[config.mk]
export PLATFORM = sky130hd
export DESIGN_NAME = fp_operand_unpack
export DESIGN_NICKNAME = d
export VERILOG_FILES = /design/src/rtl/fp_operand_unpack.sv
export SDC_FILE = /design/constraint.sdc
export NUM_CORES = 1
export LEC_CHECK = 0
export ABC_AREA = 1
export BUFFER_PORTS_ARGS = -buffer_cell sky130_fd_sc_hd__buf_2
export CAP_MARGIN = 25
export CORE_MARGIN = 5
export CORE_UTILIZATION = 35
export CTS_CLUSTER_SIZE = 40
export DETAILED_ROUTE_END_ITERATION = 6
export HOLD_SLACK_MARGIN = 0.06
export PLACE_DENSITY = 0.66
export SLEW_MARGIN = 20
export SYNTH_ARGS = -nofsm -noshare
export SYNTH_HDL_FRONTEND = slang
export SYNTH_SLANG_ARGS = --single-unit
[constraint.sdc]
create_clock -name clk -period 3.2 [get_ports clk]
set_input_delay 0 -clock clk [delete_from_list [all_inputs] [get_ports clk]]
set_output_delay 0 -clock clk [all_outputs]
set_load 0.05 [all_outputs]
[src/rtl/fp_operand_unpack.sv]
// fp_operand_unpack: unpacks and classifies an FP operand pair behind a skid-buffered valid/ready stage
module fp_operand_unpack #(
  parameter bit FTZ = 1'b0
) (
  input  logic        clk,
  input  logic        rst,
  input  logic        in_valid,
  output logic        in_ready,
  input  logic [31:0] in_a,
  input  logic [31:0] in_b,
  input  logic        in_sub,
  output logic        out_valid,
  input  logic        out_ready,
  output logic        sign_A,
  output logic        sign_B,
  output logic [7:0]  exp_A,
  output logic [7:0]  exp_B,
  output logic [22:0] mantis_A,
  output logic [22:0] mantis_B,
  output logic [2:0]  type_A,
  output logic [2:0]  type_B
);
  typedef enum logic [2:0] {
    T_ZERO = 3'b000,
    T_INF  = 3'b001,
    T_SUB  = 3'b010,
    T_NORM = 3'b011,
    T_NAN  = 3'b100
  } fp_type_e;
  typedef struct packed {
    logic        s;
    logic [7:0]  e;
    logic [22:0] m;
    logic [2:0]  t;
  } op_t;
  typedef struct packed {
    op_t a;
    op_t b;
  } pair_t;
  function automatic op_t unpack(input logic [31:0] x, input logic flip);
    op_t  o;
    logic e_zero, e_max, m_zero;
    e_zero = x[30:23] == 8'h00;
    e_max  = x[30:23] == 8'hFF;
    m_zero = x[22:0] == 23'd0;
    o.s = x[31] ^ flip;
    o.e = x[30:23];
    o.m = (FTZ && e_zero) ? 23'd0 : x[22:0];
    o.t = e_max ? (m_zero ? T_INF : T_NAN) : !e_zero ? T_NORM : (m_zero || FTZ) ? T_ZERO : T_SUB;
    return o;
  endfunction
  pair_t in_pair, m_d, m_q, s_d, s_q;
  logic  out_valid_d, out_valid_q, s_valid_d, s_valid_q, accept, drain;
  assign in_ready = ~s_valid_q;
  // S only fills while M is stalled, so it is never loaded in the same cycle M drains it
  always_comb begin
    in_pair     = {unpack(in_a, 1'b0), unpack(in_b, in_sub)};
    accept      = in_valid & in_ready;
    drain       = ~out_valid_q | out_ready;
    m_d         = drain ? (s_valid_q ? s_q : accept ? in_pair : m_q) : m_q;
    s_d         = (!drain && accept) ? in_pair : s_q;
    out_valid_d = drain ? (s_valid_q | accept) : out_valid_q;
    s_valid_d   = drain ? 1'b0 : (s_valid_q | accept);
  end
  always_ff @(posedge clk) begin
    if (rst) begin
      m_q         <= '0;
      s_q         <= '0;
      out_valid_q <= 1'b0;
      s_valid_q   <= 1'b0;
    end else begin
      m_q         <= m_d;
      s_q         <= s_d;
      out_valid_q <= out_valid_d;
      s_valid_q   <= s_valid_d;
    end
  end
  assign out_valid                            = out_valid_q;
  assign {sign_A, exp_A, mantis_A, type_A}    = m_q.a;
  assign {sign_B, exp_B, mantis_B, type_B}    = m_q.b;
endmodule
# Word-level counts from Yosys, hierarchy flattened
# Index checks and enable logic that the tools add are counted.
dict set report word_totals {
  inputBits 69
  elab_cells 45
  ff_bits 142
}
dict set report op_classes {
  n_eq_ne 2
  muxes 10
  bitwise_logic 6
  reduce_logical 9
}
# op count
set ops {}
lappend ops {{two-way mux 70 bit} 2}
lappend ops {{logical NOT 23 bit} 2}
lappend ops {{equality test 8 bit, second input constant} 2}
lappend ops {{logical NOT 8 bit} 2}
lappend ops {{two-way mux 3 bit} 4}
lappend ops {{two-way mux 2 bit} 4}
lappend ops {{inverter 1 bit} 2}
lappend ops {{bitwise OR 1 bit} 2}
lappend ops {{AND reduction 2 bit} 1}
lappend ops {{nonzero test 2 bit} 1}
lappend ops {{OR reduction 2 bit} 1}
lappend ops {{AND 1 bit} 1}
lappend ops {{logical AND 1 bit} 1}
lappend ops {{logical NOT 1 bit} 1}
lappend ops {{bitwise XOR 1 bit} 1}

# Longest topological paths before layout
dict set report logic_depth {
  word_depth 6
  ltp_mapped 7
  depth_no_buf 7
}

# Least setup slack after synthesis
# Ideal clock, no wire load.
dict set report synth_path {
  path_kind {register to register}
  from {register out_valid_q, in the netlist out_valid}
  to {register s_q[43] (netlist bit)}
  arrival_ns 1.398
  setup_slack_ns 1.669
  synth_period_minus_slack_ns 1.531
  setup_ns 0.132
  required_time_ns 3.068
  path_stages_with_launch 8
  cell_sequence {dfxtp_1 -> inv_2 -> nor2_8 -> nand3_4 -> buf_4 -> buf_6 -> nand2_1 -> a21oi_1}
}
dict set report synth_via {
  elab_chain_len 4
}
# item line
set synth_rtl {}
lappend synth_rtl {{start: declaration} 53} ;# logic out_valid_d, out_valid_q, s_valid_d, s_valid_q, accept, drain;
lappend synth_rtl {{start signal: assignment} 74} ;# out_valid_q <= out_valid_d;
lappend synth_rtl {{inverter 1 bit} 59} ;# drain = ~out_valid_q | out_ready;
lappend synth_rtl {{bitwise OR 1 bit} 59}
lappend synth_rtl {{logical NOT 1 bit} 61} ;# s_d = (!drain && accept) ? in_pair : s_q;
lappend synth_rtl {{logical AND 1 bit} 61}
lappend synth_rtl {{end signal: assignment} 68} ;# s_q <= '0;
lappend synth_rtl {{end signal: assignment} 73} ;# s_q <= s_d;
lappend synth_rtl {{end: declaration} 52} ;# pair_t in_pair, m_d, m_q, s_d, s_q;
# No other way between the ends.
# A chain may end at the register's enable or synchronous reset.

# Final worst setup path
dict set report layout_path {
  from {register s_valid_q}
  to {output port in_ready}
}
dict set report layout_via {
  elab_chain_len 1
}
# item line
set layout_rtl {}
lappend layout_rtl {{start: declaration} 53}
lappend layout_rtl {{start signal: assignment} 75} ;# s_valid_q <= s_valid_d;
lappend layout_rtl {{inverter 1 bit} 54} ;# assign in_ready = ~s_valid_q;
lappend layout_rtl {{end: declaration} 8} ;# output logic in_ready,
# No other way between the ends.

==> results by stage <==
Status:
- The flow ran to the end, and the final reports show no timing, DRC or antenna violations.

Logic synthesis:
- The share of the synthesized netlist area taken by xor and xnor gates is 0.1508%.
- For this run, the register share of the synthesized area comes to 48.94%.
- Yosys mapped the design onto 23 distinct sky130hd cell types.
- The share of the synthesized area in compound gates (AO/OA/AOI/OAI) is 21.18%.
- Counting flops with a built-in enable in the synthesized netlist gives 0.
- The largest family of logic cells by synthesized area is simple AND/OR/NAND/NOR gates.
- The fraction of synthesis flops using an asynchronous set or reset pin is 0%.
- After synthesis, the cell types taking the most area are sky130_fd_sc_hd__dfxtp_1 49%, sky130_fd_sc_hd__nand2_1 18%, sky130_fd_sc_hd__a21oi_1 7.3%, sky130_fd_sc_hd__a31oi_1 6.8%, sky130_fd_sc_hd__o21ai_0 5.9%.
- The cell area after synthesis is 5808 µm².
- The average instance in the mapped netlist occupies 7.408 µm².
- Ranked by instance count, the synthesized netlist is headed by 273 x sky130_fd_sc_hd__nand2_1, 142 x sky130_fd_sc_hd__dfxtp_1, 85 x sky130_fd_sc_hd__a21oi_1, 69 x sky130_fd_sc_hd__o21ai_0, 63 x sky130_fd_sc_hd__a31oi_1.
- The area fraction in and, or, nand and nor cells after synthesis is 23.35%.
- The top cell type by total area after synthesis is sky130_fd_sc_hd__dfxtp_1.
- The post-synthesis mux area share is 0%.
- The top cell type's share of synthesized area is 48.94%.
- The number of nets in the synthesized netlist is 853.
- The commonest register cell after synthesis is sky130_fd_sc_hd__dfxtp_1.
- The most frequently used cell type in the post-synthesis netlist is sky130_fd_sc_hd__nand2_1.
- The register bit total from synthesis is 142.
- In the synthesized netlist, the number of instances is 784.
- After Yosys synthesis, full adders, half adders and majority gates account for 0% of the synthesized area.
- The count of synthesis-stage warnings from yosys is 0.

Cells and area:
- Compared with the post-synthesis result, the final layout area differs by 33.95%.
- The fill cell instance count of the final layout is 1610.
- Of the cells placed in the final design, the portion with a size suffix greater than 1 is 19.40%.
- The number of nets in the layout is 1030.

Critical path:
- The end of the worst register-to-register path is mantis_A[5].
- The worst setup path is of the reg2out kind.
- The dominant delay contributor by cell family on the critical path is buffers and inverters.
- The startpoint identified for the worst register-to-register timing path is s_valid_q.
- The type of origin of the critical path is a register.
- In this run the worst setup path begins at s_valid_q.
- The slowest stage of the critical path belongs to the cell sky130_fd_sc_hd__buf_4.
- The data required time of the worst path is 3200 ps.
- The signal on the critical path passes through inv_2 > buf_4 > buf_2.
- The depth of the worst register-to-register path is 5.
- The number of stages on the worst setup path is 3.
- The delay of the slowest cell on the worst path is 610 ps.
- The critical path capture point type is an output port.
- The buffer and inverter count on the worst path is 3.
- The endpoint arrival time on the critical path is 2170 ps.
- The flop-to-flop setup slack is 1090 ps.
- The critical-path maximum fanout is 71.
- The critical path ends at in_ready.

Placed design:
- The congestion estimate from routability-driven global placement came to 0.7683.
- In this run the tool buffered the top-level ports with 140 buffer cells.
- The post-detailed-placement half-perimeter wirelength is 10450 µm.

Routing:
- After detailed routing, the number of vias per cell comes to 4.948.
- The pre-antenna-repair detailed-routing pass consisted of 5 iterations.
- The via count of the routed design is 5913.
- In the final routed layout, each cell accounts on average for 14.44 µm.
- The DRC violations left is 0.
- The count of antenna-violating nets left after detailed routing is 0.
- Wires add up to 17260 µm.
- The initial DRC count is 386.

Power and ir drop:
- Of the total power, registers draw 41.9%.
- The worst-case IR drop observed on VDD is 0.4263 mV.
- The clock group share of total power is 41.8%.
- The internal power of the cells totals 3.253 mW.
- The leakage power is 3.270 nW.
- The total net switching power is 1.337 mW.
- The combinational share of power is 16.4%.
- Net switching is 29.13% of the power.
- In this run the power density over the cells is 590.0 nW/µm².

Die:
- The site row count is 47.
- Once the floorplan was initialized, standard cells occupied 35.40% of the core.
- The die covers 19270 µm².
- The core area is 16410 µm².
- Measured along the y axis, the die boundary spans 138.8 µm.
- 141 I/O pins were placed.
- The x dimension of the die is 138.8 µm.

Clocking:
- The H-tree was split into 4 levels.
- The clock tree from TritonCTS is built.
- TritonCTS created 17 clock buffers.
- The maximum buffer depth of the clock tree is 2.
- The clock network latency to the later pin of the worst-skew pair is 420 ps.
- Clock-pin slew was measured on the worst setup and hold paths at 60 ps.
- The root cell of the clock tree is sky130_fd_sc_hd__clkbuf_16.
- The post-CTS setup buffer count is 0.
- The clock net sink count is 142.
- The quantity of gates resized following cts is 0.
- The number of buffers inserted by hold repair at cts is 67.

Flow run:
- The max capacitance violation total is 0.

Worst hold path:
- The path class of the lowest-slack min-delay path is in2reg.

Global routing:
- Global routing used 18.12% of the available tracks across all layers.
- Entering global routing, the biggest net connects 72 pins.
- The via count of the first global-routing pass was 5669.
- The global-route wire length before repair is 28810 µm.
- The global-route congestion overflow total is 0.
- The number of antenna violations at the first check in global routing was 0.

STA:
- Setup repair after global routing left no endpoint under its margin.
- Timing would allow up to 461.2 MHz.
- The final setup violation count is 0.
- The total count of max-transition violations in the final report is 0.
- The relative slew slack is 34.85%.
- After routing, the total negative slack on setup checks comes to 0 ps.
- The final-layout worst hold slack is 248.3 ps.
- On the final layout, the worst clock skew is 7.754 ps.
- The number of endpoints with negative hold slack in the final report is 0.
- For the pin with the worst max-slew slack, the measured transition is 975.8 ps.
- The share of the clock period used by the worst path after layout is 67.76%.
- The worst path needs 2168 ps of the cycle, external delays included.
worst min path at each step:
stage          cells after the start     start  endpoint
6_report                           3       rst   s_q[15]
5_1_grt                            3       rst   s_q[22]
4_1_cts                            3       rst   s_q[15]
3_5_place_dp                       3  in_a[31]   s_q[69]
3_3_place_gp                       3  in_a[31]   s_q[69]
2_1_floorplan                      2   in_a[5]   s_q[43]
registers in the layout, indices dropped and copies added, names as in the netlist:
| name | count |
|---|---|
| exp_A | 8 |
| mantis_B | 23 |
| s_valid_q | 1 |
| type_A | 3 |
| exp_B | 8 |
| mantis_A | 23 |
| type_B | 3 |
| s_q | 70 |
| out_valid | 1 |
| sign_A | 1 |
| sign_B | 1 |
routing by layer:
metal  global-route usage (%)  up-vias  share of wire, %
met3                    5.552       28               5.9
met5                        0        -                 0
met1                    22.54     2720                44
met4                    5.922        0               2.0
li1                         -     2987                 -
met2                    30.04      178                48
kinds of logic after synthesis:
kind of cell              after synthesis
DFF                                   142
buffers and inverters                  73
xor gates and xnor gates                1
AOI/OAI and AO/OA                     230
and+or+nand+nor                       338
metrics by stage:
step | setup WS, ps | total power, mW | cells | utilization [%] | cell area [µm²]
after floorplan | 1669 | 2.445 | 784 | - | 5808
after global placement | 1092 | 2.642 | 1095 | 39.86 | 6540
after detailed placement | 1044 | 2.648 | 1095 | 39.86 | 6540
after CTS | 1032 | 4.641 | 1194 | 47.40 | 7777
after global routing | 821.4 | 4.779 | 1194 | 47.40 | 7777
final | 1032 | 4.590 | 1195 | 47.42 | 7780
worst register-to-register path: stages, from the launching register on:
cell,delay [ps]
sky130_fd_sc_hd__dfxtp_2,670
sky130_fd_sc_hd__nor2_4,120
sky130_fd_sc_hd__nor2_8,440
sky130_fd_sc_hd__buf_4,450
sky130_fd_sc_hd__o21ai_0,160
sky130_fd_sc_hd__a31oi_1,200
placed cells by master, fill, tap and decap left out, types with 8 or more instances in the layout:
master and n:
sky130_fd_sc_hd__dfxtp_1 141, sky130_fd_sc_hd__o21ai_0 69, sky130_fd_sc_hd__a31oi_1 63, sky130_fd_sc_hd__nor2_1 41, sky130_fd_sc_hd__nand2_1 273, sky130_fd_sc_hd__a21oi_1 85, sky130_fd_sc_hd__nand3_1 8, sky130_fd_sc_hd__o21ai_1 13
sky130_fd_sc_hd__inv_1 10, sky130_fd_sc_hd__buf_4 9, sky130_fd_sc_hd__buf_2 140, sky130_fd_sc_hd__clkbuf_16 17, sky130_fd_sc_hd__clkinv_2 8, sky130_fd_sc_hd__dlygate4sd3_1 67
layout make-up:
cell class	instances	area, µm²	area share, %
Multi-Input combinational cell	569	2595	33.35
Timing Repair Buffer	216	1439	18.49
Inverter	15	57.56	0.7398
Clock buffer	20	446.7	5.741
Tap cell	220	275.3	3.538
Antenna cell	1	2.502	0.03216
Clock inverter	12	120.1	1.544
Sequential cell	142	2844	36.56
power by group through the flow:
stage | Combinational (mW) | Sequential, mW | Clock (mW)
after floorplan | 0.230 | 2.22 | 0
after global placement | 0.684 | 1.96 | 0
after detailed placement | 0.689 | 1.96 | 0
after CTS | 0.755 | 1.92 | 1.96
after global routing | 0.816 | 1.93 | 2.03
final | 0.752 | 1.92 | 1.92
Note: power is estimated with default switching activity, not from simulation.
